[src/rtl/dmem_arb_pkg.sv]
// Shared types and default widths for the data-RAM arbiter between the CPU
// load/store port and the video fetch engine.
package dmem_arb_pkg;

  localparam int unsigned DEF_ADDR_W    = 12;
  localparam int unsigned DEF_DATA_W    = 32;
  localparam int unsigned DEF_VID_BURST = 4;

  typedef enum logic [1:0] {
    ST_IDLE = 2'd0,
    ST_CPU  = 2'd1,
    ST_VID  = 2'd2
  } rd_owner_e;

endpackage

[src/rtl/dmem_arbiter.sv]
// Single-port data RAM arbiter: CPU loads/stores vs. video reads, with a
// bounded video streak so a waiting CPU access is granted within VID_BURST+1 cycles.
module dmem_arbiter
  import dmem_arb_pkg::*;
#(
  parameter int unsigned ADDR_W    = DEF_ADDR_W,
  parameter int unsigned DATA_W    = DEF_DATA_W,
  parameter int unsigned VID_BURST = DEF_VID_BURST
) (
  input  logic              clk,
  input  logic              reset,
  input  logic              cpu_req,
  input  logic              cpu_we,
  input  logic [ADDR_W-1:0] cpu_addr,
  input  logic [DATA_W-1:0] cpu_wdata,
  output logic [DATA_W-1:0] cpu_rdata,
  output logic              cpu_rvalid,
  output logic              cpu_stall,
  input  logic              vid_req,
  input  logic [ADDR_W-1:0] vid_addr,
  output logic              vid_ack,
  output logic [DATA_W-1:0] vid_rdata,
  output logic              vid_rvalid,
  output logic              mem_en,
  output logic              mem_we,
  output logic [ADDR_W-1:0] mem_addr,
  output logic [DATA_W-1:0] mem_wdata,
  input  logic [DATA_W-1:0] mem_rdata
);

  localparam int unsigned STREAK_W = $clog2(VID_BURST + 1);

  rd_owner_e             rd_owner_q, rd_owner_d;
  logic [STREAK_W-1:0]   streak_q, streak_d;
  logic                  cpu_pend_q, cpu_pend_d;

  logic cpu_elig;
  logic burst_full;
  logic cpu_win;
  logic vid_win;
  logic store_grant;

  // Grant decision: video has priority until its streak reaches the burst bound.
  always_comb begin
    cpu_elig    = cpu_req & ~cpu_pend_q;
    burst_full  = (streak_q == STREAK_W'(VID_BURST));
    cpu_win     = cpu_elig & (~vid_req | burst_full);
    vid_win     = vid_req & ~cpu_win;
    store_grant = cpu_win & cpu_we;
  end

  // RAM port and requester outputs; everything is held at zero during reset.
  always_comb begin
    mem_en     = ~reset & (cpu_win | vid_win);
    mem_we     = ~reset & store_grant;
    mem_addr   = '0;
    mem_wdata  = '0;
    if (!reset && cpu_win) begin
      mem_addr = cpu_addr;
    end else if (!reset && vid_win) begin
      mem_addr = vid_addr;
    end
    if (!reset && store_grant) begin
      mem_wdata = cpu_wdata;
    end
    cpu_rvalid = (rd_owner_q == ST_CPU);
    vid_rvalid = (rd_owner_q == ST_VID);
    cpu_rdata  = cpu_rvalid ? mem_rdata : '0;
    vid_rdata  = vid_rvalid ? mem_rdata : '0;
    cpu_stall  = ~reset & cpu_req & ~(store_grant | cpu_rvalid);
    vid_ack    = ~reset & vid_win;
  end

  always_comb begin
    rd_owner_d = ST_IDLE;
    streak_d   = streak_q;
    cpu_pend_d = cpu_pend_q;

    if (cpu_win && !cpu_we) begin
      rd_owner_d = ST_CPU;
    end else if (vid_win) begin
      rd_owner_d = ST_VID;
    end

    if (cpu_win || !cpu_elig) begin
      streak_d = '0;
    end else if (vid_win && !burst_full) begin
      streak_d = streak_q + STREAK_W'(1);
    end

    // A granted load blocks re-issue until its data comes back.
    if (cpu_win && !cpu_we) begin
      cpu_pend_d = 1'b1;
    end else if (cpu_rvalid) begin
      cpu_pend_d = 1'b0;
    end
  end

  always_ff @(posedge clk or posedge reset) begin
    if (reset) begin
      rd_owner_q <= ST_IDLE;
      streak_q   <= '0;
      cpu_pend_q <= 1'b0;
    end else begin
      rd_owner_q <= rd_owner_d;
      streak_q   <= streak_d;
      cpu_pend_q <= cpu_pend_d;
    end
  end

endmodule
[config.mk]
export PLATFORM = sky130hd
export DESIGN_NAME = dmem_arbiter
export DESIGN_NICKNAME = d
export VERILOG_FILES = /design/src/rtl/dmem_arb_pkg.sv /design/src/rtl/dmem_arbiter.sv
export SDC_FILE = /design/constraint.sdc
export NUM_CORES = 1
export LEC_CHECK = 0
export ABC_AREA = 1
export BUFFER_PORTS_ARGS = -buffer_cell sky130_fd_sc_hd__clkbuf_2
export CAP_MARGIN = 20
export CORE_AREA = 2 2 80 82
export DETAILED_ROUTE_END_ITERATION = 7
export DIE_AREA = 0 0 82 84
export HOLD_SLACK_MARGIN = 0.12
export PLACE_DENSITY = 0.74
export REMOVE_ABC_BUFFERS = 1
export SYNTH_ARGS = -nofsm -noshare
export SYNTH_HDL_FRONTEND = slang
export SYNTH_SLANG_ARGS = --single-unit
[constraint.sdc]
create_clock -name clk -period 2.69 [get_ports clk]
set_input_delay 0.269 -clock clk [delete_from_list [all_inputs] [get_ports clk]]
set_output_delay 0.269 -clock clk [all_outputs]
set_load 0.1 [all_outputs]
Word-level counts from Yosys, hierarchy flattened
Cells that the tools add are included.

Output and inout port bits: 114. Input port bits: 93. Flip-flop bits (word level): 6.

Bitwise gates (word level): 17. Equality and inequality tests: 3. Muxes and demuxes: 11. Reduce and logical (&&, ||, !) cells: 12. Add/subtract/negate cells: 1.

Operator list (number): two-way mux 32 bit (3); two-way mux 12 bit (2); bitwise AND 1 bit (9); two-way mux 3 bit (2); logical AND 1 bit (5); NOT 1 bit (5); logical NOT 1 bit (4); two-way mux 2 bit (2); nonzero test 2 bit (2); adder 3 x 1 -> 3 bit, second input constant (1); == test 3 bit, second input constant (1); bitwise OR 1 bit (3); == test 2 x 1 -> 1 bit, second input constant (1); == test 2 bit, second input constant (1); two-way mux 1 bit (2); logical OR 1 bit (1).

Logic depth before layout (Yosys ltp)
Gate-level depths: netlist of the first run.

Word-level depth: 8. Gate-level depth with buffers: 9. Mapped depth without buffers: 9.

Worst setup path after synthesis of the first run
No wires, ideal clock.

Kind: flip-flop to output port. Start point: register rd_owner_q[0]. End point: output vid_rdata[10]. Data arrival time: 3431 ps. Setup slack: -1010 ps. Path buffers: 1. Cell stages (with the launch flop): 5. Path through: dfrtp_1 -> nor2_1 -> inv_1 -> buf_2 -> nor2_1.

Word-level cells in the longest chain between the ends: 2.

RTL lines: start, declared (line dmem_arbiter.sv:33) `rd_owner_e rd_owner_q, rd_owner_d;`; start signal, assigned (line dmem_arbiter.sv:105) `rd_owner_q <= rd_owner_d;`; == test 2 bit (line dmem_arbiter.sv:67) `vid_rvalid = (rd_owner_q == ST_VID);`; net vid_rvalid (line dmem_arbiter.sv:23) `output logic vid_rvalid,`; two-way mux 32 bit (line dmem_arbiter.sv:69) `vid_rdata = vid_rvalid ? mem_rdata : '0;`; end, declared (line dmem_arbiter.sv:22) `output logic [DATA_W-1:0] vid_rdata,`.

The timed path passes the listed nets, and every way through them passes these cells.

Worst setup path after layout of the first run
Start point: register streak_q[0]. End point: output mem_wdata[1].

Word-level cells in the longest chain between the ends: 6.

RTL lines: start, declared (line dmem_arbiter.sv:34) `logic [STREAK_W-1:0] streak_q, streak_d;`; start signal, assigned (line dmem_arbiter.sv:106) `streak_q <= streak_d;`; == test 3 bit (line dmem_arbiter.sv:46) `burst_full = (streak_q == STREAK_W'(VID_BURST));`; bitwise OR 1 bit (line dmem_arbiter.sv:47) `cpu_win = cpu_elig & (~vid_req | burst_full);`; bitwise AND 1 bit (line dmem_arbiter.sv:47); bitwise AND 1 bit (line dmem_arbiter.sv:49) `store_grant = cpu_win & cpu_we;`; logical AND 1 bit (line dmem_arbiter.sv:63) `if (!reset && store_grant) begin`; two-way mux 32 bit (line dmem_arbiter.sv:63); end, declared (line dmem_arbiter.sv:27) `output logic [DATA_W-1:0] mem_wdata,`.

Every way passes these cells.

==> results of run 1 <==
## logic make-up after synthesis
logic type,share of synthesized area
buf+inv,0.311
simple gates,0.534
fa+ha+maj,0.0206
flops,0.123
compound gates,0.00411
xor+xnor,0.00720
## Yosys cell counts
library cell / number / area share
inv_1: 76 / 0.23
nand4_4: 1 / 0.017
xnor2_1: 1 / 0.0072
nand2_4: 1 / 0.0093
nand4_1: 12 / 0.062
ha_1: 2 / 0.021
buf_4: 1 / 0.0062
nor2_1: 104 / 0.32
nor2_4: 2 / 0.019
buf_6: 4 / 0.037
dfrtp_1: 6 / 0.12
clkbuf_1: 3 / 0.0093
nand2_1: 30 / 0.093
nand2_2: 1 / 0.0051
inv_2: 1 / 0.0031
o21ai_0: 1 / 0.0041
buf_2: 5 / 0.021
nor3_1: 2 / 0.0082
## what timing repair did
item,in CTS,in global routing
hold buffers,1,0
endpoints found under the hold margin,6,0
buffers inserted,0,0
## worst reg2reg max path: cells and delay by family, from the launching register on
kind	cells	cell delay (ps)
buf+inv	2	150
flops	1	370
simple gates	4	460
fa+ha+maj	1	190
## final cells by class
type | count | area (um2)
well taps | 77 | 96.3
multi-input cells | 157 | 688
fillers | 701 | 3780
repair buffers | 208 | 1050
inverters | 77 | 289
flip-flops and latches | 6 | 150
clock buffers | 3 | 41.3
## path summary, 6_finish.rpt
path / start / end / slack (ps) / cells past startpoint
hold / removal: cpu_we / rd_owner_q[0] / 310 / 2
hold reg to reg: streak_q[0] / streak_q[0] / 480 / 1
max in group asynchronous: reset / rd_owner_q[0] / 1680 / 3
setup reg to reg: streak_q[0] / rd_owner_q[1] / 1440 / 7
setup / recovery: streak_q[0] / mem_wdata[1] / 330 / 7
min in group asynchronous: reset / streak_q[2] / 780 / 3
## through the flow
stage / area [um2] / cells
after floorplan: 1130 / 240
after global placement: 2260 / 524
after detailed placement: 2260 / 524
after CTS: 2310 / 528
after global routing: 2310 / 528
final: 2310 / 528
## state kept, by name, summed over array words and instances, names as in the netlist
signal and flops:
streak_q 3, rd_owner_q 2, cpu_pend_q 1
## power by group through the flow
| stage | clock network (mW) | registers [mW] | logic [mW] |
|---|---|---|---|
| after floorplan | 0 | 0.113 | 0.795 |
| after global placement | 0 | 0.114 | 0.974 |
| after detailed placement | 0 | 0.114 | 0.979 |
| after CTS | 0.135 | 0.113 | 0.983 |
| after global routing | 0.143 | 0.115 | 1.02 |
| final | 0.136 | 0.113 | 0.976 |
## routing by layer
metal / vias to the layer above / share of wire / global-route usage
li1: 1096 / - / -
met4: 0 / 0.012 / 0.0439
met2: 90 / 0.54 / 0.266
met5: - / 0 / 0
met1: 847 / 0.37 / 0.147
met3: 5 / 0.070 / 0.0238
==> run metrics, run 1 <==
status finished clean; PwrDens 530 mW/mm2; slew margin rel. 0.390; buffers and inverters on the worst path 2; critical path type reg -> out; CTS tree built; fmax 424 MHz; VDD IR max 0.288 mV; Final Max Tran Viols 0; Die Height 84 um; Routed WL per cell 9.31 um; total clock sinks 6; I/O pin total 207; initial antenna violation count 0; first-pass GRT wire length 7580 um; Tot Pwr 1.23 mW; Hold Crit Class in -> reg; vias in the first global route 1780; Worst Path Required 2420 ps; synthesized area 0.00122 mm2; slowest stage delay, CP 480 ps; final hold vios 0; row count 29; switching power 0.878 mW; Critical Path Fanout Max 33; Clock Skew 7.19 ps; Leak Pwr 1.79 nW; antenna diode count 0; worst-margin pin slew 914 ps; H-tree levels 1; Synth cell types 18; # setup viols final 0; family with the most delay on the worst path simple AND/OR/NAND/NOR gates; post-layout min period 2360 ps; crit path cell chain inv_1 > ha_1 > nand2_1 > nand2_2 > nand4_4 > nor2_1 > clkbuf_2; CP max stage cell clkbuf_2; antenna viol nets, final 0; routed wire length 4920 um; Initial Util 0.200; First DRT Iteration DRCs 40; Final WS setup 333 ps; sequential area share after synthesis 0.123; synthesized instance count 253; Clock Pin Slew Worst Setup and Hold Paths 40 ps; die width 82 um; I/O Buffers 206; most frequent cells in the layout clkbuf_2 (206), nor2_1 (104), inv_1 (76); Seq cells post-synth 6; startpoint types flip-flop; DRC errors left 0; RSZ-0062 raised after global routing no; Vias 2038; routed vias/inst 3.86; combinational share of power 0.796; post-CTS sizing 0; DRT Pass-1 Iters 4; Yosys warning count 0; final hold slack 313 ps; most common cell after layout, fill and taps aside clkbuf_2; area grow syn2layout 90.2%; synthesized area per cell 4.81 um2; critical path endpoint category output pin; fin nets 548; TritonCTS buffer count 3; Clock power frac 0.111; Worst-Skew Late Latency 230 ps; WP data arrival 2090 ps; max cap viols 0; Placer Congestion 0.721; Final Util 0.380; dpl hpwl 4220 um; core area 0.00610 mm2; Internal 0.347 mW; Flop pwr share 0.093; Root Buffer clkbuf_8; pre-CTS setup slack 558 ps; pin count of the biggest net entering global routing 35; Final Cycle Share 0.876; CTS Buffer Depth 2; full die area 0.00689 mm2; final setup TNS 0 ps; total track usage 0.139; GRT overflow 0; switch share 0.716; layout cells sized above 1 0.479
Power figures use the tool's default switching activity.
==> inputs of run 2 (changes only) <==
--- a/config.mk
+++ b/config.mk
@@ -8,11 +8,11 @@
 export ABC_AREA = 1
 export BUFFER_PORTS_ARGS = -buffer_cell sky130_fd_sc_hd__clkbuf_2
 export CAP_MARGIN = 20
-export CORE_AREA = 2 2 80 82
+export CORE_AREA = 3 3 78 80
 export DETAILED_ROUTE_END_ITERATION = 7
-export DIE_AREA = 0 0 82 84
+export DIE_AREA = 0 0 81 83
 export HOLD_SLACK_MARGIN = 0.12
-export PLACE_DENSITY = 0.74
+export PLACE_DENSITY = 0.78
 export REMOVE_ABC_BUFFERS = 1
 export SYNTH_ARGS = -nofsm -noshare
 export SYNTH_HDL_FRONTEND = slang
==> run 2 against run 1 <==
Sequential power barely moved; wire length increased by 4.7%; utilization is 4.7 points higher; final area up 0.87%; fmax down 6.5%; global-route usage shrank 0.27 points; setup slack got worse by 160 ps; combinational power increased by 0.7%; final cell count down 0.76%; critical endpoint is now mem_wdata[3]; sequential share of layout area fell by 0.056 points; register-to-register slack lost 30 ps; first-iteration DRC count is 7.5% lower.
==> run metrics, run 2 (synthesis results as in run 1) <==
layout cells sized above 1 0.480; Final Util 0.426; slew margin rel. 0.386; Tot Pwr 1.24 mW; Clock power frac 0.113; I/O Buffers 206; VDD IR max 0.270 mV; max reg flops 3; routed vias/inst 3.97; Hold Crit Class in -> reg; Die Height 83 um; die width 81 um; design area 0.00233 mm2; max cap viols 0; status finished clean; fin nets 549; I/O pin total 207; Clock Pin Slew Worst Setup and Hold Paths 40 ps; initial antenna violation count 0; Clock Skew 1.08 ps; CTS tree built; Vias 2079; total track usage 0.136; vias in the first global route 1786; top flop regs streak_q (3), rd_owner_q (2), cpu_pend_q (1); RSZ-0062 raised after global routing no; H-tree levels 1; DRT Pass-1 Iters 4; Placer Congestion 0.759; Worst Path Required 2420 ps; switch share 0.718; Flop pwr share 0.092; startpoint types input port; fmax 397 MHz; Leak Pwr 1.82 nW; CTS Buffer Depth 2; most common cell after layout, fill and taps aside clkbuf_2; combinational share of power 0.795; DRC errors left 0; placed inst area 0.00226 mm2; Root Buffer clkbuf_8; Final Max Tran Viols 0; area grow syn2layout 91.9%; Worst-Skew Late Latency 230 ps; WP data arrival 2250 ps; total clock sinks 6; antenna diode count 0; # setup viols final 0; antenna viol nets, final 0; critical path type in -> out; GRT overflow 0; PwrDens 530 mW/mm2; Initial Util 0.222; First DRT Iteration DRCs 37; switching power 0.887 mW; core area 0.00547 mm2; largest register by flop count streak_q; full die area 0.00672 mm2; dpl hpwl 4370 um; Routed WL per cell 9.82 um; TritonCTS buffer count 3; Critical Path Fanout Max 20; pin count of the biggest net entering global routing 35; routed wire length 5150 um; post-layout min period 2520 ps; most frequent cells in the layout clkbuf_2 (184), nor2_1 (104), inv_1 (76); critical path endpoint category output pin; Final Cycle Share 0.937; first-pass GRT wire length 7360 um; row count 27; final hold vios 0; worst-margin pin slew 920 ps; Internal 0.349 mW
## run 2: cell count changes in the layout (fill, tap and decap cells not counted), sizes merged
| cell | change |
|---|---|
| buf | +20 |
| clkbuf | -20 |
| nand4 | +1 |
## run 2: worst max-delay path, cell delays in order
cell and delay, ps:
dlygate4sd3_1 530, clkbuf_2 160, inv_2 330, nand4_4 300, nor2_1 170, clkbuf_2 470
## run 2: power groups by stage
stage          Combinational (mW)  Sequential (mW)  Clock (mW)
2_1_floorplan               0.795            0.113           0
3_3_place_gp                0.971            0.114           0
3_5_place_dp                0.978            0.115           0
4_1_cts                     0.981            0.114       0.143
5_1_grt                      1.03            0.115       0.143
6_report                    0.983            0.114       0.140
## run 2: path summary, 6_finish.rpt
path	start	endpoint	slack (ps)	depth (start not counted)
hold / removal	cpu_we	rd_owner_q[0]	360	2
min in group asynchronous	reset	rd_owner_q[0]	650	3
setup reg to reg	streak_q[0]	rd_owner_q[1]	1410	7
setup / recovery	reset	mem_wdata[3]	170	6
hold reg to reg	streak_q[0]	streak_q[0]	460	1
max in group asynchronous	reset	streak_q[2]	1750	3
## run 2: per-layer routing
metal / GRT usage / vias up / share of wire
met5: 0 / - / 0
met4: 0.0568 / 0 / 0.016
met3: 0.0336 / 5 / 0.10
met2: 0.279 / 115 / 0.54
met1: 0.116 / 855 / 0.35
li1: - / 1104 / -
## run 2: through the flow
step | std cells | worst slack (ps) | hold slack, ps | setup TNS [ps]
2_1_floorplan | 240 | -1520 | 97.4 | -49390
4_1_cts | 523 | 37.1 | 308 | 0
6_report | 524 | 169 | 360 | 0
3_3_place_gp | 519 | 630 | 296 | 0
5_1_grt | 524 | 34.8 | 386 | 0
3_5_place_dp | 519 | 595 | 319 | 0
## run 2: cell type report
class	count	area, um2
tap	72	90.1
sequential	6	150
inverter	77	289
fill	554	3140
clock buffer	3	41.3
timing repair buffer	208	1050
multi-input combinational	158	709
## run 2: timing repair
item / in CTS / in global routing
setup endpoints to repair: 0 / 33
setup buffers: 0 / 0
hold buffers: 1 / 0
endpoints found under the hold margin: 6 / 0
gates resized for setup: 0 / 25
==> inputs of run 3 (changes only) <==
==> constraint.sdc (replaced) <==
create_clock -name clk -period 2.69 [get_ports clk]
set_input_delay 0.1345 -clock clk [delete_from_list [all_inputs] [get_ports clk]]
set_output_delay 0.1345 -clock clk [all_outputs]
set_load 0.1 [all_outputs]
==> run 3 against run 2 <==
Combinational power down 0.9%; clock power down 4%; via count up 0.34%; utilization down 0.48 points; critical path type unchanged; setup slack better by 130 ps; first-iteration DRC count down 32%; clock-buffer cell count unchanged; register-to-register slack better by 80 ps; final cell count down 0.19%; worst hold slack worse by 200 ps.
==> run metrics, run 3 (synthesis results as in run 1) <==
# setup viols final 0; Clock Skew 1.77 ps; core area 0.00547 mm2; final hold slack 165 ps; Leak Pwr 1.79 nW; DRC errors left 0; Placer Congestion 0.742; total clock sinks 6; H-tree levels 1; CTS tree built; Initial Util 0.222; Non-Filler Instances 523; Hold Crit Class in -> reg; Final Max Tran Viols 0; full die area 0.00672 mm2; PwrDens 530 mW/mm2; Die Height 83 um; layout cells sized above 1 0.479; First DRT Iteration DRCs 25; area grow syn2layout 89.7%; DRT Pass-1 Iters 6; design area 0.00231 mm2; RSZ-0062 raised after global routing no; top flop regs streak_q (3), rd_owner_q (2), cpu_pend_q (1); dpl hpwl 4480 um; Tot Pwr 1.22 mW; antenna diode count 0; area occupied by multi-input gates 688 um2; Inst Count DP 519; worst-margin pin slew 889 ps; fill count 605; die width 81 um; Root Buffer clkbuf_8; max reg flops 3; total track usage 0.137; critical path type in -> out; Worst-Skew Late Latency 230 ps; Routed WL per cell 9.50 um; Final Cycle Share 0.889; fmax 418 MHz; TritonCTS buffer count 3; routed vias/inst 3.99; Vias 2086; startpoint types input port; placed inst area 0.00226 mm2; I/O Buffers 206; Clock Pin Slew Worst Setup and Hold Paths 30 ps; sequential cell area 150 um2; VDD IR max 0.257 mV; row count 27; antenna viol nets, final 0; Worst Path Required 2560 ps; Critical Path Fanout Max 33; largest register by flop count streak_q; CTS Buffer Depth 2; most frequent cells in the layout clkbuf_2 (206), nor2_1 (104), inv_1 (76); initial antenna violation count 0; critical path endpoint category output pin; routed wire length 4970 um; I/O pin total 207; most common cell after layout, fill and taps aside clkbuf_2; pin count of the biggest net entering global routing 35; max cap viols 0; fin nets 548; status finished clean; post-layout min period 2390 ps; GRT overflow 0; vias in the first global route 1797; first-pass GRT wire length 7510 um; WP data arrival 2260 ps; slew margin rel. 0.407; final hold vios 0
run 3: changes by cell type in the layout (fill, tap and decap cells not counted):
cell,before,now
buf_2,20,0
clkbuf_2,184,206
nand4_4,2,1
clkbuf_4,2,0
run 3: path summary, 6_finish.rpt:
path	startpoint	end	slack, ps	cells past startpoint
max	reset	mem_wdata[9]	300	6
min	cpu_we	rd_owner_q[0]	160	2
max reg2reg	streak_q[0]	rd_owner_q[1]	1490	7
min reg2reg	streak_q[0]	streak_q[0]	450	1
max in group asynchronous	reset	streak_q[2]	1940	3
min in group asynchronous	reset	streak_q[1]	500	3
run 3: power breakdown:
part / total (mW) / switching (mW) / internal [mW]
Clock: 0.135 / 0.0391 / 0.0961
Sequential: 0.113 / 0.00988 / 0.103
Combinational: 0.974 / 0.827 / 0.148
run 3: worst max-delay path, cell delays in order:
cell	delay [ps]
dlygate4sd3_1	530
clkbuf_2	170
inv_2	290
nand4_4	410
nor2_1	230
clkbuf_2	480
run 3: through the flow:
stage               TNS [ps]   util  setup slack [ps]
CTS                        0  0.422               287
global route               0  0.422               117
detailed placement         0  0.412               741
finish                     0  0.422               298
global placement           0  0.412               787
floorplan             -44880      -             -1390
run 3: repair_timing:
| action | 4_1_cts | 5_1_grt |
|---|---|---|
| hold endpoints to repair | 6 | 0 |
| hold buffers | 1 | 0 |
| setup buffers | 0 | 0 |
| resized for setup | 0 | 0 |
run 3: final cells by class:
type                    count  area share
clock buffers               3      0.0179
multi-input cells         157       0.298
flip-flops and latches      6      0.0651
repair buffers            208       0.454
inverters                  77       0.125
well taps                  72      0.0390
run 3: layer usage:
layer,routed length [um],vias up,track usage
li1,-,1096,-
met1,1660,860,0.121
met2,2690,123,0.280
met3,543,7,0.0347
met4,76,0,0.0492
met5,0,-,0
